**src/rtl/seq_counter_monitor.sv**
```systemverilog
// seq_counter_monitor: synchronise, de-glitch and check the 0,2,4,7 ripple counter sequence
// Ports:
//   clk_i      system clock, rising edge
//   rst_i      synchronous active-high reset
//   clr_i      synchronous clear of err_cnt_o and wrap_cnt_o
//   q_i        asynchronous 3-bit counter value
//   val_o      last accepted value, val_vld_o pulses when it changes
//   locked_o   high while the sequence is locked
//   err_o      one-cycle pulse on a sequence error while locked
//   err_cnt_o  saturating error count
//   wrap_cnt_o wrapping count of locked 7->0 steps
//   hist_o     last 4 accepted values, newest in [2:0] (only with SEQ_MON_HIST_EN)
module seq_counter_monitor #(
    parameter int STABLE_CNT = 2,
    parameter int LOCK_STEPS = 4,
    parameter int ERR_CNT_W  = 8,
    parameter int WRAP_CNT_W = 16
) (
    input  logic                  clk_i,
    input  logic                  rst_i,
    input  logic                  clr_i,
    input  logic [2:0]            q_i,
    output logic [2:0]            val_o,
    output logic                  val_vld_o,
    output logic                  locked_o,
    output logic                  err_o,
    output logic [ERR_CNT_W-1:0]  err_cnt_o,
    output logic [WRAP_CNT_W-1:0] wrap_cnt_o
`ifdef SEQ_MON_HIST_EN
    ,
    output logic [11:0]           hist_o
`endif
);
    localparam int SW = $clog2(STABLE_CNT + 1);
    localparam int LW = $clog2(LOCK_STEPS + 1);

    typedef enum logic [1:0] {ACQ, LOCKED, ERR} state_t;

    state_t          state, state_nxt;
    logic [2:0]      sync1, sync2, cand;
    logic [SW-1:0]   stab, stab_nxt;
    logic [LW-1:0]   step_cnt, step_cnt_nxt, step_inc;
    logic            step, legal, err_nxt, wrap_inc;

    always_ff @(posedge clk_i) begin
        if (rst_i) begin
            sync1 <= '0;
            sync2 <= '0;
        end else begin
            sync1 <= q_i;
            sync2 <= sync1;
        end
    end

    // The candidate always follows the synchronised sample; the counter
    // restarts whenever the sample moves and saturates at STABLE_CNT.
    always_comb begin
        stab_nxt = (sync2 != cand) ? SW'(1) : (stab == SW'(STABLE_CNT)) ? stab : stab + 1'b1;
        step     = (stab_nxt == SW'(STABLE_CNT)) && (sync2 != val_o);
        legal    = (val_o == 3'd0 && sync2 == 3'd2) || (val_o == 3'd2 && sync2 == 3'd4) ||
                   (val_o == 3'd4 && sync2 == 3'd7) || (val_o == 3'd7 && sync2 == 3'd0);
    end

    always_ff @(posedge clk_i) begin
        if (rst_i) begin
            state    <= ACQ;
            step_cnt <= '0;
        end else begin
            state    <= state_nxt;
            step_cnt <= step_cnt_nxt;
        end
    end

    always_comb begin
        state_nxt    = state;
        step_cnt_nxt = step_cnt;
        step_inc     = step_cnt + 1'b1;
        case (state)
            ACQ: if (step) begin
                step_cnt_nxt = legal ? step_inc : '0;
                if (legal && step_inc == LW'(LOCK_STEPS)) begin
                    state_nxt    = LOCKED;
                    step_cnt_nxt = '0;
                end
            end
            LOCKED: if (step && !legal) begin
                state_nxt    = ERR;
                step_cnt_nxt = '0;
            end
            default: begin
                state_nxt    = ACQ;
                step_cnt_nxt = '0;
            end
        endcase
    end

    always_comb begin
        err_nxt  = (state == LOCKED) && step && !legal;
        wrap_inc = (state == LOCKED) && step && legal && (val_o == 3'd7);
    end

    // locked_o follows the next state so it moves together with the step pulse.
    always_ff @(posedge clk_i) begin
        if (rst_i) begin
            cand       <= '0;
            stab       <= '0;
            val_o      <= '0;
            val_vld_o  <= 1'b0;
            locked_o   <= 1'b0;
            err_o      <= 1'b0;
            err_cnt_o  <= '0;
            wrap_cnt_o <= '0;
        end else begin
            cand       <= sync2;
            stab       <= stab_nxt;
            val_o      <= step ? sync2 : val_o;
            val_vld_o  <= step;
            locked_o   <= (state_nxt == LOCKED);
            err_o      <= err_nxt;
            err_cnt_o  <= clr_i ? '0 : (err_nxt && !(&err_cnt_o)) ? err_cnt_o + 1'b1 : err_cnt_o;
            wrap_cnt_o <= clr_i ? '0 : wrap_cnt_o + WRAP_CNT_W'(wrap_inc);
        end
    end

`ifdef SEQ_MON_HIST_EN
    logic frozen;

    // The erroring step still shifts in, so the offending value is captured before freezing.
    always_ff @(posedge clk_i) begin
        if (rst_i) begin
            hist_o <= '0;
            frozen <= 1'b0;
        end else begin
            hist_o <= (step && !frozen) ? {hist_o[8:0], sync2} : hist_o;
            frozen <= clr_i ? 1'b0 : (frozen | err_nxt);
        end
    end
`endif
endmodule

```
**config.mk**
```make
export PLATFORM = sky130hd
export DESIGN_NAME = seq_counter_monitor
export DESIGN_NICKNAME = d
export VERILOG_FILES = /design/src/rtl/seq_counter_monitor.sv
export SDC_FILE = /design/constraint.sdc
export NUM_CORES = 1
export LEC_CHECK = 0
export CAP_MARGIN = 20
export CORE_ASPECT_RATIO = 0.5
export CORE_MARGIN = 2
export CORE_UTILIZATION = 30
export DETAILED_ROUTE_END_ITERATION = 12
export HOLD_SLACK_MARGIN = 0.08
export PLACE_DENSITY_LB_ADDON = 0.2
export SETUP_SLACK_MARGIN = 0.15
export SYNTH_ARGS = -nofsm -noshare
export SYNTH_HDL_FRONTEND = slang
export SYNTH_SLANG_ARGS = --single-unit
```
**constraint.sdc**
```tcl
create_clock -name clk_i -period 2.4 [get_ports clk_i]
set_input_delay 0.36 -clock clk_i [delete_from_list [all_inputs] [get_ports clk_i]]
set_output_delay 0.36 -clock clk_i [all_outputs]
set_load 0.02 [all_outputs]
```
Yosys cells after proc, flatten, opt, wreduce, memory -nomap -nowiden --
Cells that the tools add are included.
Word-level totals: output and inout bits 30, register bits after elaboration 46, word-level logic and storage cells 65
Operators by class: multiplexer cells 11, $add $sub $neg 4, equal/unequal tests 15, reduce and logical (&&, ||, !) cells 23
Operator list (number):
- 16-bit by 1-bit adder with 16-bit output | 1
- 3-bit equality test, second input constant | 5
- 1-bit logical AND | 12
- 3-bit 2-to-1 mux | 4
- 2-bit 2-to-1 mux | 5
- 8-bit by 1-bit adder with 8-bit output, second input constant | 1
- 8-bit AND reduction | 1
- 3-bit by 2-bit equality test with 1-bit output, second input constant | 2
- 3-bit zero test | 2
- 3-bit inequality test | 2
- 3-bit case mux with 2 select lines | 1
- 2-bit by 1-bit equality test with 1-bit output, second input constant | 2
- 2-bit equality test, second input constant | 2
- 2-bit inequality test, second input constant | 2
- 2-bit case mux with 2 select lines | 1
- 3-bit by 1-bit adder with 3-bit output, second input constant | 1
- 1-bit logical OR | 3
- 2-bit by 1-bit adder with 2-bit output, second input constant | 1
- 1-bit zero test | 2
- 2-bit zero test | 1
- 2-bit AND reduction | 1
- 2-bit OR reduction | 1

Longest topological paths before layout --
depth after elaboration 10, gate-level depth with buffers 13, gate-level depth less buffers 12

Worst setup path after synthesis --
No wires, ideal clock.
path type register to register, from reg sync2[2], to reg wrap_cnt_o[13], cell stages (with the launch flop) 12, period minus slack after synthesis 2.587 ns, arrival 2.459 ns, slack -0.187 ns, buffers on the path 1, cell sequence dfxtp_1 buf_6 or3_1 a2bb2oi_1 and2_1 nor4_1 ha_1 nand2_1 nor4_1 nand3_1 xor2_1 nor2_1
On the way: word-level cells in the longest chain between the ends 8, elaborated cells on any way between the ends 20
Ends and longest elaborated chain:
- from (decl) | line 40 | logic [2:0] sync1, sync2, cand;
- from (signal assigned) | line 51 | sync2 <= sync1;
- 3-bit inequality test, or another cell as far along | line 58 | stab_nxt = (sync2 != cand) ? SW'(1) : (stab == SW'(STABLE_CNT)) ? stab : stab + 1'b1;
- 2-bit 2-to-1 mux / 1-bit logical AND (equally long branches) | line 58, 60
- 2-bit equality test / 1-bit logical OR (equally long branches) | line 59, 60
- 1-bit logical AND / 1-bit logical OR (equally long branches) | line 59, 60
- 1-bit logical AND / 1-bit logical OR (equally long branches) | line 99, 61
- 1-bit logical AND * (2 in series) | line 99 | wrap_inc = (state == LOCKED) && step && legal && (val_o == 3'd7);
- 16-bit by 1-bit adder with 16-bit output * | line 121 | wrap_cnt_o <= clr_i ? '0 : wrap_cnt_o + WRAP_CNT_W'(wrap_inc);
- to (signal assigned) | line 121
- to (decl) | line 28 | output logic [WRAP_CNT_W-1:0] wrap_cnt_o
Mark *: on every way between the ends. The rest lies on a longest branch, timed or not. A chain may end at the register's enable or synchronous reset.

Worst setup path in the final report --
from reg stab[1], to reg wrap_cnt_o[10]
On the way: word-level cells in the longest chain between the ends 9, elaborated cells on any way between the ends 10
Ends and longest elaborated chain:
- from (decl) | line 41 | logic [SW-1:0] stab, stab_nxt;
- from (signal assigned) | line 115 | stab <= stab_nxt;
- 2-bit by 1-bit adder with 2-bit output / 2-bit equality test (equally long branches) | line 58
- 2-bit 2-to-1 mux * (2 in series) | line 58
- 2-bit equality test * | line 59 | step = (stab_nxt == SW'(STABLE_CNT)) && (sync2 != val_o);
- 1-bit logical AND * | line 59
- 1-bit logical AND * (3 in series) | line 99
- 16-bit by 1-bit adder with 16-bit output * | line 121
Marks and branches as above.

==> reports/results.tsv <==
stage	metric	value	unit
clock_network	cts_made_buffers	5	
logic_synthesis	ys_warn_count	0	
grt	overflow	0	
worst_setup_path	crit_buf_inv	1	
clock_network	cts-root-buf	clkbuf_16	
clock_network	h-tree-depth	2	
die	design.core.area	0.00662	mm^2
power_and_ir_drop	power_switching	0.000349	W
worst_setup_path	critPathCapture	wrap_cnt_o[10]	
logic_synthesis	synth-simple-area-share	0.278	
worst_setup_path	r2r-end	wrap_cnt_o[10]	
worst_setup_path	critPathKind	flip-flop to flip-flop	
worst_setup_path	required	2.57	ns
worst_setup_path	cp-end-kind	flip-flop	
drt	drtIter0Drc	75	
hold_path	hold_start	sync1[1]	
placement	dp_hpwl	3030	um
layout	drive_above_1_share	0.178	
placement	globalplace.congestion	0.760	
worst_setup_path	worst-path-stages	12	
worst_setup_path	cp-startpoint	stab[1]	
power_and_ir_drop	finalPower	0.00167	W
timing	rsz0062_at_grt	true	
logic_synthesis	muxShareOfSynthArea	0.00492	
placement	dpl_cell_area	0.00257	mm^2
die	die_area	0.00749	mm^2
logic_synthesis	synth_cells	221	
grt	grt_max_degree	24	
logic_synthesis	synth_adder_area_share	0.0369	
drt	ant_nets	0	
grt	grt_pass1_vias	1476	
grt	grtUsageTotal	0.120	
layout	final_util	0.427	
die	die-width	120	um
run	cap_violations	0	
logic_synthesis	synth_edf_count	0	
logic_synthesis	yosysSeqAreaShare	0.453	
logic_synthesis	synth-main-ff-cell	dfxtp_1	
clock_network	clock_latency	0.29	ns
run_status	outcome	finished clean	
logic_synthesis	synth_xor_area_frac	0.0818	
drt	vias	1661	
layout	fillerInstances	659	
timing	relSlewSlack	0.669	
layout	n_antenna_cell	0	
timing	max_freq	434	MHz
worst_setup_path	crit_fanout	3	
power_and_ir_drop	pwr-share-comb	0.064	
die	start_util	0.307	
worst_setup_path	worst_ep_arrival_time	2.47	ns
placement	port-buffer-count	35	
drt	via_per_inst	4.60	
layout	syn_to_final_growth	39.1	%
die	row_count	21	
clock_network	ctsHoldBuffers	0	
drt	drc	0	
worst_setup_path	cpPeakStageDelay	0.32	ns
worst_setup_path	crit_chain	inv_2 > ha_4 > nor2b_4 > and4_4 > nand2_4 > nor4_4 > ha_2 > nand2_4 > nor3_2 > and4_1 > xnor2_1 > nor2_1	
power_and_ir_drop	switching_share	0.209	
grt	grt_antenna_before_repair	0	
timing	post-route-period-util	0.960	
power_and_ir_drop	leakagePower	1.06	nW
worst_setup_path	cp-start-kind	flip-flop	
logic_synthesis	postSynthAreaPerCell	9.20	um^2
worst_setup_path	r2r-start	stab[1]	
timing	finClkSkew	0.00617	ns
die	die_y	62.2	um
placement	place_worst_setup_slack	-0.0122	ns
layout	fin_area	0.00283	mm^2
timing	worst_slack	0.0951	ns
worst_setup_path	critPathMostFrequentCell	nand2_4	
power_and_ir_drop	pwr-share-seq	0.469	
timing	finalHoldViolCount	0	
layout	nets	280	
hold_path	hold_class	flip-flop to flip-flop	
timing	fin_crit	2.30	ns
worst_setup_path	critPathSlowestCell	dfxtp_2	
timing	worst_pin_slew	0.495	ns
power_and_ir_drop	peakVddDrop	0.000250	V
timing	finalSetupViolCount	0	
clock_network	clockBufferDepth	2	
worst_setup_path	crit_family	simple AND/OR/NAND/NOR gates	
logic_synthesis	synthesis.area	0.00203	mm^2
power_and_ir_drop	p_int	0.00132	W
die	ioPinCount	36	
logic_synthesis	synth.distinct_cells	38	
worst_setup_path	ff2ff_setup_slack	0.1	ns
timing	slew_viol_final	0	
drt	drt_wl_total	4260	um
logic_synthesis	synthesis.nets	233	
logic_synthesis	synth_compound_gate_area_share	0.0972	
grt	grt_pass1_wl	7060	um
clock_network	clock_sinks	46	
logic_synthesis	ys_ff_latch	46	
logic_synthesis	synth_top_family_by_area	simple AND/OR/NAND/NOR gates	
drt	dr.pass1.iters	4	
logic_synthesis	postSynth.asyncResetShare	0	
power_and_ir_drop	powerDensity	591	mW/mm^2
clock_network	cts.clk_slew.worst_paths	0.06	ns
worst_setup_path	worst-r2r-cell-count	12	
drt	wl_per_cell	11.8	um
timing	whs	0.438	ns
power_and_ir_drop	clkPwrFrac	0.468	
clock_network	cts_tree	built	
==> registers in the layout (all words and copies together) (netlist names), 2 cells and up <==
signal and flops:
cand 3, err_cnt_o 8, stab 2, state 2, step_cnt 3, sync1 3
sync2 3, val_o 3, wrap_cnt_o 16
==> layout by cell type, fill, tap and decap left out, types with 8 or more instances in the layout <==
cell type	Yosys	layout
clkdlybuf4s50_1	0	35
and3_1	8	8
a21oi_1	13	13
xnor2_1	11	10
xor2_1	8	8
buf_4	0	14
nand2_1	12	10
nor2b_1	11	10
nor2_1	22	22
nand3_1	12	12
dfxtp_1	46	41
==> worst reg2reg max path: stages (launching register included) <==
cell and delay, ns:
dfxtp_2 0.32, inv_2 0.04, ha_4 0.25, nor2b_4 0.12
and4_4 0.23, nand2_4 0.06, nor4_4 0.26, ha_2 0.28
nand2_4 0.08, nor3_2 0.16, and4_1 0.23, xnor2_1 0.11
nor2_1 0.05
==> layer usage <==
| layer | wire [um] | vias up | share of wire | global-route usage |
|---|---|---|---|---|
| li1 | - | 865 | - | - |
| met1 | 2230 | 756 | 0.52 | 0.162 |
| met2 | 1790 | 33 | 0.42 | 0.170 |
| met3 | 166 | 7 | 0.039 | 0.0395 |
| met4 | 78 | 0 | 0.018 | 0.0610 |
| met5 | 0 | - | 0 | 0 |
==> layout make-up <==
cell class	count	area [um^2]	area share
inverters	5	18.8	0.00664
clock buffers	7	133	0.0469
multi-input cells	159	1130	0.398
well taps	92	115	0.0407
clock inverters	1	30.0	0.0106
flip-flops and latches	46	927	0.328
repair buffers	51	478	0.169
==> cell usage after synthesis (2+ instances only) <==
cell	number	area [um^2]
nand3_1	12	60.1
or4_1	6	45.0
nor3_1	6	30.0
nand2_1	12	45.0
o2bb2ai_1	2	17.5
xnor2_1	11	96.3
or3_1	4	25.0
inv_1	5	18.8
or2_2	2	12.5
o31ai_1	6	45.0
ha_1	6	75.1
a21oi_1	13	65.1
clkbuf_1	5	18.8
o21ai_0	4	20.0
buf_6	5	56.3
nor2b_1	11	68.8
and2_1	3	18.8
nor2_1	22	82.6
nor3b_1	2	15.0
nor4_1	3	18.8
nand4_1	4	25.0
xor2_1	8	70.1
and3_1	8	50.1
and4_1	2	17.5
dfxtp_1	46	921
==> timing repair <==
item,4_1_cts,5_1_grt
setup buffers,2,2
pin swaps,6,6
setup endpoints to repair,10,16
gates resized for setup,5,15
hold endpoints to repair,0,0
==> cell families after synthesis <==
kind of cell	after synthesis
and+or+nand+nor	102
DFF	46
AOI/OAI and AO/OA	31
adders and majority gates	6
muxes	1
xor gates and xnor gates	19
buffers and inverters	16
==> through the flow <==
stage	setup TNS, ns	std cells
2_1_floorplan	0	221
5_1_grt	-0.192	361
3_5_place_dp	-0.0122	349
3_3_place_gp	0	349
6_report	0	361
4_1_cts	0	359
==> worst min-delay path by stage <==
stage | slack [ns] | cells past startpoint | endpoint
finish | 0.44 | 1 | sync2[1]
global route | 0.45 | 1 | sync2[0]
CTS | 0.44 | 1 | sync2[1]
detailed placement | 0.43 | 1 | sync2[1]
global placement | 0.42 | 1 | sync2[0]
floorplan | 0.41 | 1 | sync2[0]
==> power by group through the flow <==
stage | Sequential, W | Combinational (W) | Clock (W)
2_1_floorplan | 0.000796 | 0.0000686 | 0
3_3_place_gp | 0.000798 | 0.0000913 | 0
3_5_place_dp | 0.000798 | 0.0000929 | 0
4_1_cts | 0.000781 | 0.0000953 | 0.000809
5_1_grt | 0.000783 | 0.000118 | 0.000832
6_report | 0.000783 | 0.000106 | 0.000781
Power figures use the tool's default switching activity.
